### config.mk
export PLATFORM = sky130hd
export DESIGN_NAME = mem_port_arbiter
export DESIGN_NICKNAME = d
export VERILOG_FILES = /design/src/rtl/mem_port_arbiter.sv
export SDC_FILE = /design/constraint.sdc
export NUM_CORES = 1
export LEC_CHECK = 0
export CAP_MARGIN = 20
export CORE_UTILIZATION = 40
export CTS_CLUSTER_DIAMETER = 30
export DETAILED_ROUTE_END_ITERATION = 7
export HOLD_SLACK_MARGIN = 0.05
export PLACE_DENSITY = 0.76
export SLEW_MARGIN = 10
export SYNTH_ARGS = -nofsm -noshare
export SYNTH_HDL_FRONTEND = slang
export SYNTH_SLANG_ARGS = --single-unit
export TNS_END_PERCENT = 1
### constraint.sdc
create_clock -name clk -period 6.1 [get_ports clk]
set_input_delay 0.915 -clock clk [delete_from_list [all_inputs] [get_ports clk]]
set_output_delay 0.915 -clock clk [all_outputs]
set_load 0.03 [all_outputs]
### src/rtl/mem_port_arbiter.sv
// Shares one fixed-latency memory port between instruction fetch and load/store, data first.
// Optional: define MEM_ARB_BACK_TO_BACK_EN to hand the port straight to the other requester at completion.
module mem_port_arbiter #(
  parameter int WORD_SIZE   = 16,
  parameter int MEM_LATENCY = 2
) (
  input  logic                 clk,
  input  logic                 reset,
  input  logic                 if_req,
  input  logic [WORD_SIZE-1:0] if_addr,
  output logic [WORD_SIZE-1:0] if_rdata,
  output logic                 if_ready,
  output logic                 if_busy,
  input  logic                 d_read,
  input  logic                 d_write,
  input  logic [WORD_SIZE-1:0] d_addr,
  input  logic [WORD_SIZE-1:0] d_wdata,
  output logic [WORD_SIZE-1:0] d_rdata,
  output logic                 d_ready,
  output logic                 d_busy,
  output logic                 mem_read,
  output logic                 mem_write,
  output logic [WORD_SIZE-1:0] mem_addr,
  output logic [WORD_SIZE-1:0] mem_wdata,
  input  logic [WORD_SIZE-1:0] mem_rdata
);

  typedef enum logic [1:0] {IDLE, D_ACC, IF_ACC} state_t;

  localparam logic [3:0] CNT_LOAD = 4'(MEM_LATENCY - 1);

  state_t               state, state_n;
  logic [3:0]           cnt, cnt_n;
  logic [WORD_SIZE-1:0] addr_q, addr_n;
  logic [WORD_SIZE-1:0] wdata_q, wdata_n;
  logic                 wr_q, wr_n;
  logic [WORD_SIZE-1:0] if_rdata_n, d_rdata_n;
  logic                 if_ready_n, d_ready_n;
  logic                 d_pend, if_pend;
  logic                 grant_d, grant_if;

  // A request whose ready pulse is showing this cycle counts as already served.
  assign d_pend  = (d_read | d_write) & ~d_ready;
  assign if_pend = if_req & ~if_ready;

  assign if_busy = if_pend;
  assign d_busy  = d_pend;

  assign mem_read  = (state != IDLE) & ~wr_q;
  assign mem_write = (state != IDLE) & wr_q;
  assign mem_addr  = addr_q;
  assign mem_wdata = wdata_q;

  always_ff @(posedge clk or posedge reset) begin
    if (reset) begin
      state    <= IDLE;
      cnt      <= '0;
      addr_q   <= '0;
      wdata_q  <= '0;
      wr_q     <= 1'b0;
      if_rdata <= '0;
      d_rdata  <= '0;
      if_ready <= 1'b0;
      d_ready  <= 1'b0;
    end else begin
      state    <= state_n;
      cnt      <= cnt_n;
      addr_q   <= addr_n;
      wdata_q  <= wdata_n;
      wr_q     <= wr_n;
      if_rdata <= if_rdata_n;
      d_rdata  <= d_rdata_n;
      if_ready <= if_ready_n;
      d_ready  <= d_ready_n;
    end
  end

  always_comb begin
    state_n    = state;
    cnt_n      = cnt;
    addr_n     = addr_q;
    wdata_n    = wdata_q;
    wr_n       = wr_q;
    if_rdata_n = if_rdata;
    d_rdata_n  = d_rdata;
    if_ready_n = 1'b0;
    d_ready_n  = 1'b0;
    grant_d    = 1'b0;
    grant_if   = 1'b0;

    case (state)
      IDLE: begin
        if (d_pend) begin
          grant_d = 1'b1;
        end else if (if_pend) begin
          grant_if = 1'b1;
        end
      end

      D_ACC: begin
        if (cnt != 4'd0) begin
          cnt_n = cnt - 4'd1;
        end else begin
          state_n   = IDLE;
          d_ready_n = 1'b1;
          if (!wr_q) begin
            d_rdata_n = mem_rdata;
          end
`ifdef MEM_ARB_BACK_TO_BACK_EN
          grant_if = if_pend;
`endif
        end
      end

      IF_ACC: begin
        if (cnt != 4'd0) begin
          cnt_n = cnt - 4'd1;
        end else begin
          state_n = IDLE;
          // A flushed fetch still finishes on the bus but is not reported.
          if (if_req) begin
            if_ready_n = 1'b1;
            if_rdata_n = mem_rdata;
          end
`ifdef MEM_ARB_BACK_TO_BACK_EN
          grant_d = d_pend;
`endif
        end
      end

      default: begin
        state_n = IDLE;
      end
    endcase

    if (grant_d) begin
      state_n = D_ACC;
      cnt_n   = CNT_LOAD;
      addr_n  = d_addr;
      wr_n    = d_write;
      if (d_write) begin
        wdata_n = d_wdata;
      end
    end else if (grant_if) begin
      state_n = IF_ACC;
      cnt_n   = CNT_LOAD;
      addr_n  = if_addr;
      wr_n    = 1'b0;
    end
  end

endmodule

==> run summary, run 1 <==
root buf cell = clkbuf_8
DRC viols = 0
Final Hold Fails = 0
Die Wd = 90.4 µm
Setup TNS Final = 0 ns
core area = 7410 µm²
# setup viols final = 0
dpl hpwl = 5.16 mm
Worst Path Arrival = 2.41 ns
die area = 8170 µm²
GRT Resource Usage Total = 18.4%
WL final = 7.16 mm
via count = 2176
multi-input logic area = 1210 µm²
DRT iter0 DRCs = 46
initial antenna violation count = 0
RSZ-0062 raised after global routing = false
share of cells above drive strength 1 = 29.8%
VDD IR-drop max = 0.264 mV
hold crit path type = reg -> reg
cts bufs inserted = 9
Crit-path slowest cell = clkdlybuf4s50_1
H-tree depth = 3
P_leak = 0.00203 µW
vias in the first global route = 2315
CTS max path bufs = 2
GRT overflow = 0
startpoint types = primary input
Synth Instances = 210
Synth Warn # = 0
IO Pins = 139
Netlist cell types = 33
Post-CTS Setup Bufs = 0
FMAX = 0.301 GHz
final core occ = 64.8%
Mapped Nets = 284
PD cells = 576 nW/µm²
Tcrit/Tclk final = 54.5%
Layout area overhead = 53.5%
outcome = finished clean
# rows = 31
CP Capture Type = output pin
Clk Latency, worst-skew pair = 0.34 ns
Final min period = 3.32 ns
die height = 90.4 µm
worst hold slack = 0.508 ns
CTS resizes = 0
critical path data required time = 5.18 ns
Starting Density = 42.2%
Slew HR = 38.9%
critical path's most frequent cell = clkdlybuf4s50_1
Antenna Cells = 0
syn avg cell area = 14.9 µm²
drt via density = 4.78
largest net degree at the start of global routing = 74
sequential share of the synthesized area = 58.4%
wire per inst = 15.7 µm
WS Path Type = in -> out
Layout Nets = 425
TritonCTS clock tree = built
CP cell instances = clkdlybuf4s50_1, nor2b_1, clkdlybuf4s50_1
GP Congestion = 0.704
Post-Syn Area = 3130 µm²
Pins Over Slew Limit = 0
Slew @ Worst Pin = 0.916 ns
port buffer count = 138
clock-pin slew on the worst setup and hold paths = 0.08 ns
hold-fix buffers at CTS = 0
Fill cells = 558
ANT nets after route = 0
Synth Register Bits = 73
max-cap violation count = 0
CTS sink cnt = 73
FF/Latch Area = 1830 µm²
Pre-antenna DRT Iters = 4
Fin Clk Skew = 0.0154 ns
CP max stage delay = 0.71 ns
first-pass GRT wire length = 11.8 mm
worst-path fanout max = 3
-- cell type report --
type	count	share of cell area [%]
multi-input combinational	121	25.1
tap	99	2.58
clock buffer	9	2.58
sequential	73	38.1
timing repair buffer	139	29.0
inverter	7	0.548
clock inverter	7	2.11
-- layer usage --
layer,up-vias,share of wire [%],GRT usage [%]
li1,1028,-,-
met1,1069,45,22.8
met2,74,50,31.7
met3,5,3.8,3.70
met4,0,1.0,6.45
met5,-,0,0
-- metrics by stage --
stage	instances	setup WS, ns	instance area (µm²)	power [µW]
after floorplan	210	3.33	3130	1770
after global placement	439	2.80	4570	2330
after detailed placement	439	2.79	4570	2360
after CTS	455	2.79	4800	2790
after global routing	455	2.73	4800	2910
final	455	2.78	4800	2760
-- cell families (layout without fill, tap and decap cells) --
kind of cell | count (synthesis) | after routing | synth area share [%]
compound gates | 14 | 14 | 3.04
fa+ha+maj | 5 | 5 | 2.00
buf+inv | 16 | 162 | 2.96
flops | 73 | 73 | 58.4
mux | 80 | 80 | 28.8
simple gates | 22 | 22 | 4.73
-- cells in the final DEF (no fill, tap or decap), types with 2 or more instances in the layout --
cell type,n
o21ai_0,2
a21oi_1,5
nor2_1,2
inv_1,6
and3_1,2
nand2_1,5
dfrtp_1,73
clkdlybuf4s50_1,138
bufinv_16,2
clkinvlp_4,2
mux2_2,80
clkbuf_8,9
inv_6,2
ha_1,5
-- flip-flops by register name (all words and copies together), names as in the netlist --
name       flops
mem_addr      16
d_ready        1
mem_wdata     16
cnt            4
wr_q           1
d_rdata       16
state          2
if_rdata      16
if_ready       1
-- where the power goes --
part	switching [µW]	total, µW	internal (µW)
Sequential	118	831	713
Clock	191	425	234
Combinational	781	1510	726
Total	1090	2760	1670
-- cells in the mapped netlist --
| master | instances | area (µm²) |
|---|---|---|
| mux2_2 | 80 | 901 |
| dfrtp_1 | 73 | 1830 |
| inv_1 | 7 | 26.3 |
| a21oi_1 | 5 | 25.0 |
| ha_1 | 5 | 62.6 |
| nand2_1 | 5 | 18.8 |
| buf_4 | 4 | 30.0 |
| and3_1 | 2 | 12.5 |
| buf_2 | 2 | 10.0 |
| buf_6 | 2 | 22.5 |
| nor2_1 | 2 | 7.51 |
| o21ai_0 | 2 | 10.0 |
| a211o_1 | 1 | 8.76 |
| a21o_2 | 1 | 8.76 |
| a21oi_2 | 1 | 8.76 |
| and2_1 | 1 | 6.26 |
| and2b_1 | 1 | 7.51 |
| and3_2 | 1 | 7.51 |
| clkbuf_1 | 1 | 3.75 |
| nand2_2 | 1 | 6.26 |
| nand2b_1 | 1 | 6.26 |
| nand3b_1 | 1 | 7.51 |
| nand3b_4 | 1 | 20.0 |
| nand4b_1 | 1 | 8.76 |
| nor2b_1 | 1 | 6.26 |
| nor3b_1 | 1 | 7.51 |
| o21a_1 | 1 | 7.51 |
| o21ai_2 | 1 | 8.76 |
| o21ba_2 | 1 | 10.0 |
| o21bai_1 | 1 | 7.51 |
| or3_1 | 1 | 6.26 |
| or3b_2 | 1 | 8.76 |
| or4b_1 | 1 | 10.0 |
-- worst max-delay path, delay by kind of cell --
kind          cells  cell delay [ns]
simple gates      1             0.25
buf+inv           2             1.24
-- final timing paths --
| kind | slack (ns) | startpoint | cells past startpoint | endpoint |
|---|---|---|---|---|
| worst max-delay path | 2.78 | if_req | 3 | if_busy |
| worst min-delay path | 0.51 | mem_wdata[11]$_DFFE_PP0P_ | 1 | mem_wdata[11]$_DFFE_PP0P_ |
| worst max register to register | 3.76 | cnt[0]$_DFFE_PP0P_ | 5 | if_rdata[1]$_DFFE_PP0P_ |
| worst min register to register | 0.51 | mem_wdata[11]$_DFFE_PP0P_ | 1 | mem_wdata[11]$_DFFE_PP0P_ |
| max in group asynchronous | 4.33 | reset | 3 | mem_wdata[15]$_DFFE_PP0P_ |
| min in group asynchronous | 1.16 | reset | 3 | d_rdata[13]$_DFFE_PP0P_ |
(Power assumes the default switching activity.)
==> run 2: changes to the inputs <==
--- a/config.mk
+++ b/config.mk
@@ -6,7 +6,7 @@
 export NUM_CORES = 1
 export LEC_CHECK = 0
 export CAP_MARGIN = 20
-export CORE_UTILIZATION = 40
+export CORE_UTILIZATION = 38
 export CTS_CLUSTER_DIAMETER = 30
 export DETAILED_ROUTE_END_ITERATION = 7
 export HOLD_SLACK_MARGIN = 0.05
==> constraint.sdc (replaced) <==
create_clock -name clk -period 3 [get_ports clk]
set_input_delay 0.45 -clock clk [delete_from_list [all_inputs] [get_ports clk]]
set_output_delay 0.45 -clock clk [all_outputs]
set_load 0.03 [all_outputs]
==> run 2 against run 1 <==
Largest power group unchanged. Critical endpoint is now mem_write. Wire length down 6.2%. Final cell count rose by 1.5%. Critical path depth rose by 1. Clock power rose by 120%. Non-clock buffer count up 4. Largest cell class unchanged. Register-to-register slack got worse by 2.7 ns.
==> run summary, run 2 (synthesis gave the netlist of run 1 again) <==
outcome = finished clean
CTS resizes = 0
critical path data required time = 2.55 ns
WL final = 6.72 mm
placement-stage cell area = 4620 µm²
Setup WS pre-CTS = 0.649 ns
final design area excluding fillers = 4870 µm²
Fill cells = 631
Layout Nets = 429
Layout area overhead = 55.7%
GRT overflow = 0
worst r2r src = cnt[0]$_DFFE_PP0P_
hold-fix buffers at CTS = 0
H-tree depth = 3
clock power share = 16.6%
TritonCTS clock tree = built
NetSw = 2200 µW
cts bufs inserted = 9
P_int = 3500 µW
FMAX = 0.411 GHz
hold crit path type = in -> async
Pre-antenna DRT Iters = 4
Power Total = 5700 µW
crit path launch = state[1]$_DFFE_PP0P_
WS Path Type = reg -> out
Fin Clk Skew = 0.0118 ns
ANT nets after route = 0
most common cell after layout, fill and taps aside = clkdlybuf4s50_1
# rows = 32
CP Capture Type = output pin
initial antenna violation count = 0
startpoint types = flop
root buf cell = clkbuf_8
die height = 92.7 µm
max-cap violation count = 0
clock-pin slew on the worst setup and hold paths = 0.08 ns
share of cells above drive strength 1 = 30.6%
part of the power in combinational logic = 53.8%
worst-path fanout max = 8
Flop pwr share = 29.6%
Worst Path Arrival = 1.98 ns
RSZ-0062 raised after global routing = false
drt via density = 4.80
commonest non-fill, non-tap cells in the layout = clkdlybuf4s50_1, mux2_2, dfrtp_1, clkbuf_8, inv_1
VDD IR-drop max = 0.559 mV
DRC viols = 0
# setup viols final = 0
dpl hpwl = 5.00 mm
GRT Resource Usage Total = 16.3%
via count = 2217
P_leak = 0.00207 µW
IO Pins = 139
PD cells = 1170 nW/µm²
vias in the first global route = 2262
Setup TNS Final = 0 ns
Pins Over Slew Limit = 0
CTS max path bufs = 2
Die Wd = 92.7 µm
Antenna Cells = 0
Crit-path slowest cell = clkdlybuf4s50_1
Slew @ Worst Pin = 0.425 ns
CP cell instances = inv_1, ha_1, nor2_1, clkdlybuf4s50_1
core area = 7850 µm²
port buffer count = 138
Tcrit/Tclk final = 81.2%
Final WS setup = 0.565 ns
CTS sink cnt = 73
Clk Latency, worst-skew pair = 0.34 ns
CP max stage delay = 0.70 ns
Post-CTS Setup Bufs = 0
first-pass GRT wire length = 10.9 mm
Switching Share = 38.5%
Final Hold Fails = 0
Final min period = 2.43 ns
Slew HR = 71.5%
Starting Density = 39.8%
die area = 8590 µm²
largest net degree at the start of global routing = 38
final core occ = 62.0%
wire per inst = 14.5 µm
GP Congestion = 0.702
DRT iter0 DRCs = 44
## run 2: changes by cell type in the layout (fill, tap and decap cells not counted), sizes merged
cell / before / now
buf: 1 / 5
bufinv: 2 / 3
clkinv: 1 / 2
clkinvlp: 2 / 0
## run 2: power by group through the flow
stage / sequential, µW / combinational (µW) / clock, µW
3_3_place_gp: 1680 / 3060 / 0
4_1_cts: 1690 / 3100 / 973
3_5_place_dp: 1710 / 3100 / 0
5_1_grt: 1750 / 3240 / 1010
2_1_floorplan: 2540 / 1060 / 0
6_report: 1680 / 3070 / 946
## run 2: cell type report
type | instances | area (µm²) | share of cell area (%)
clock buffers | 9 | 124 | 2.54
inverters | 7 | 26.3 | 0.540
clock inverters | 7 | 125 | 2.57
well taps | 102 | 128 | 2.62
flip-flops and latches | 73 | 1830 | 37.5
repair buffers | 143 | 1430 | 29.4
multi-input cells | 121 | 1210 | 24.8
## run 2: final timing paths
kind / depth (start not counted) / end / slack [ns]
worst min-delay path: 2 / if_rdata[3]$_DFFE_PP0P_ / 0.37
max in group asynchronous: 3 / if_rdata[9]$_DFFE_PP0P_ / 2.02
worst max-delay path: 4 / mem_write / 0.57
min in group clk: 1 / mem_wdata[6]$_DFFE_PP0P_ / 0.51
worst max register to register: 6 / if_rdata[14]$_DFFE_PP0P_ / 1.04
worst min register to register: 1 / mem_wdata[6]$_DFFE_PP0P_ / 0.51
## run 2: layer usage
layer	global-route usage, %	vias to the layer above	part of all wire, %
met3	4.60	7	7.8
met4	5.77	0	1.2
li1	-	1027	-
met1	20.9	1090	44
met5	0	-	0
met2	26.5	93	47
## run 2: per-stage QoR
stage	hold slack (ns)	instances
finish	0.367	462
global route	0.406	462
CTS	0.361	462
detailed placement	0.493	446
global placement	0.485	446
floorplan	0.524	210
## run 2: critical path, delay by kind of cell (launching register included)
kind,cells,cell delay (ns)
buf+inv,2,0.78
flops,1,0.40
simple gates,1,0.16
fa+ha+maj,1,0.31
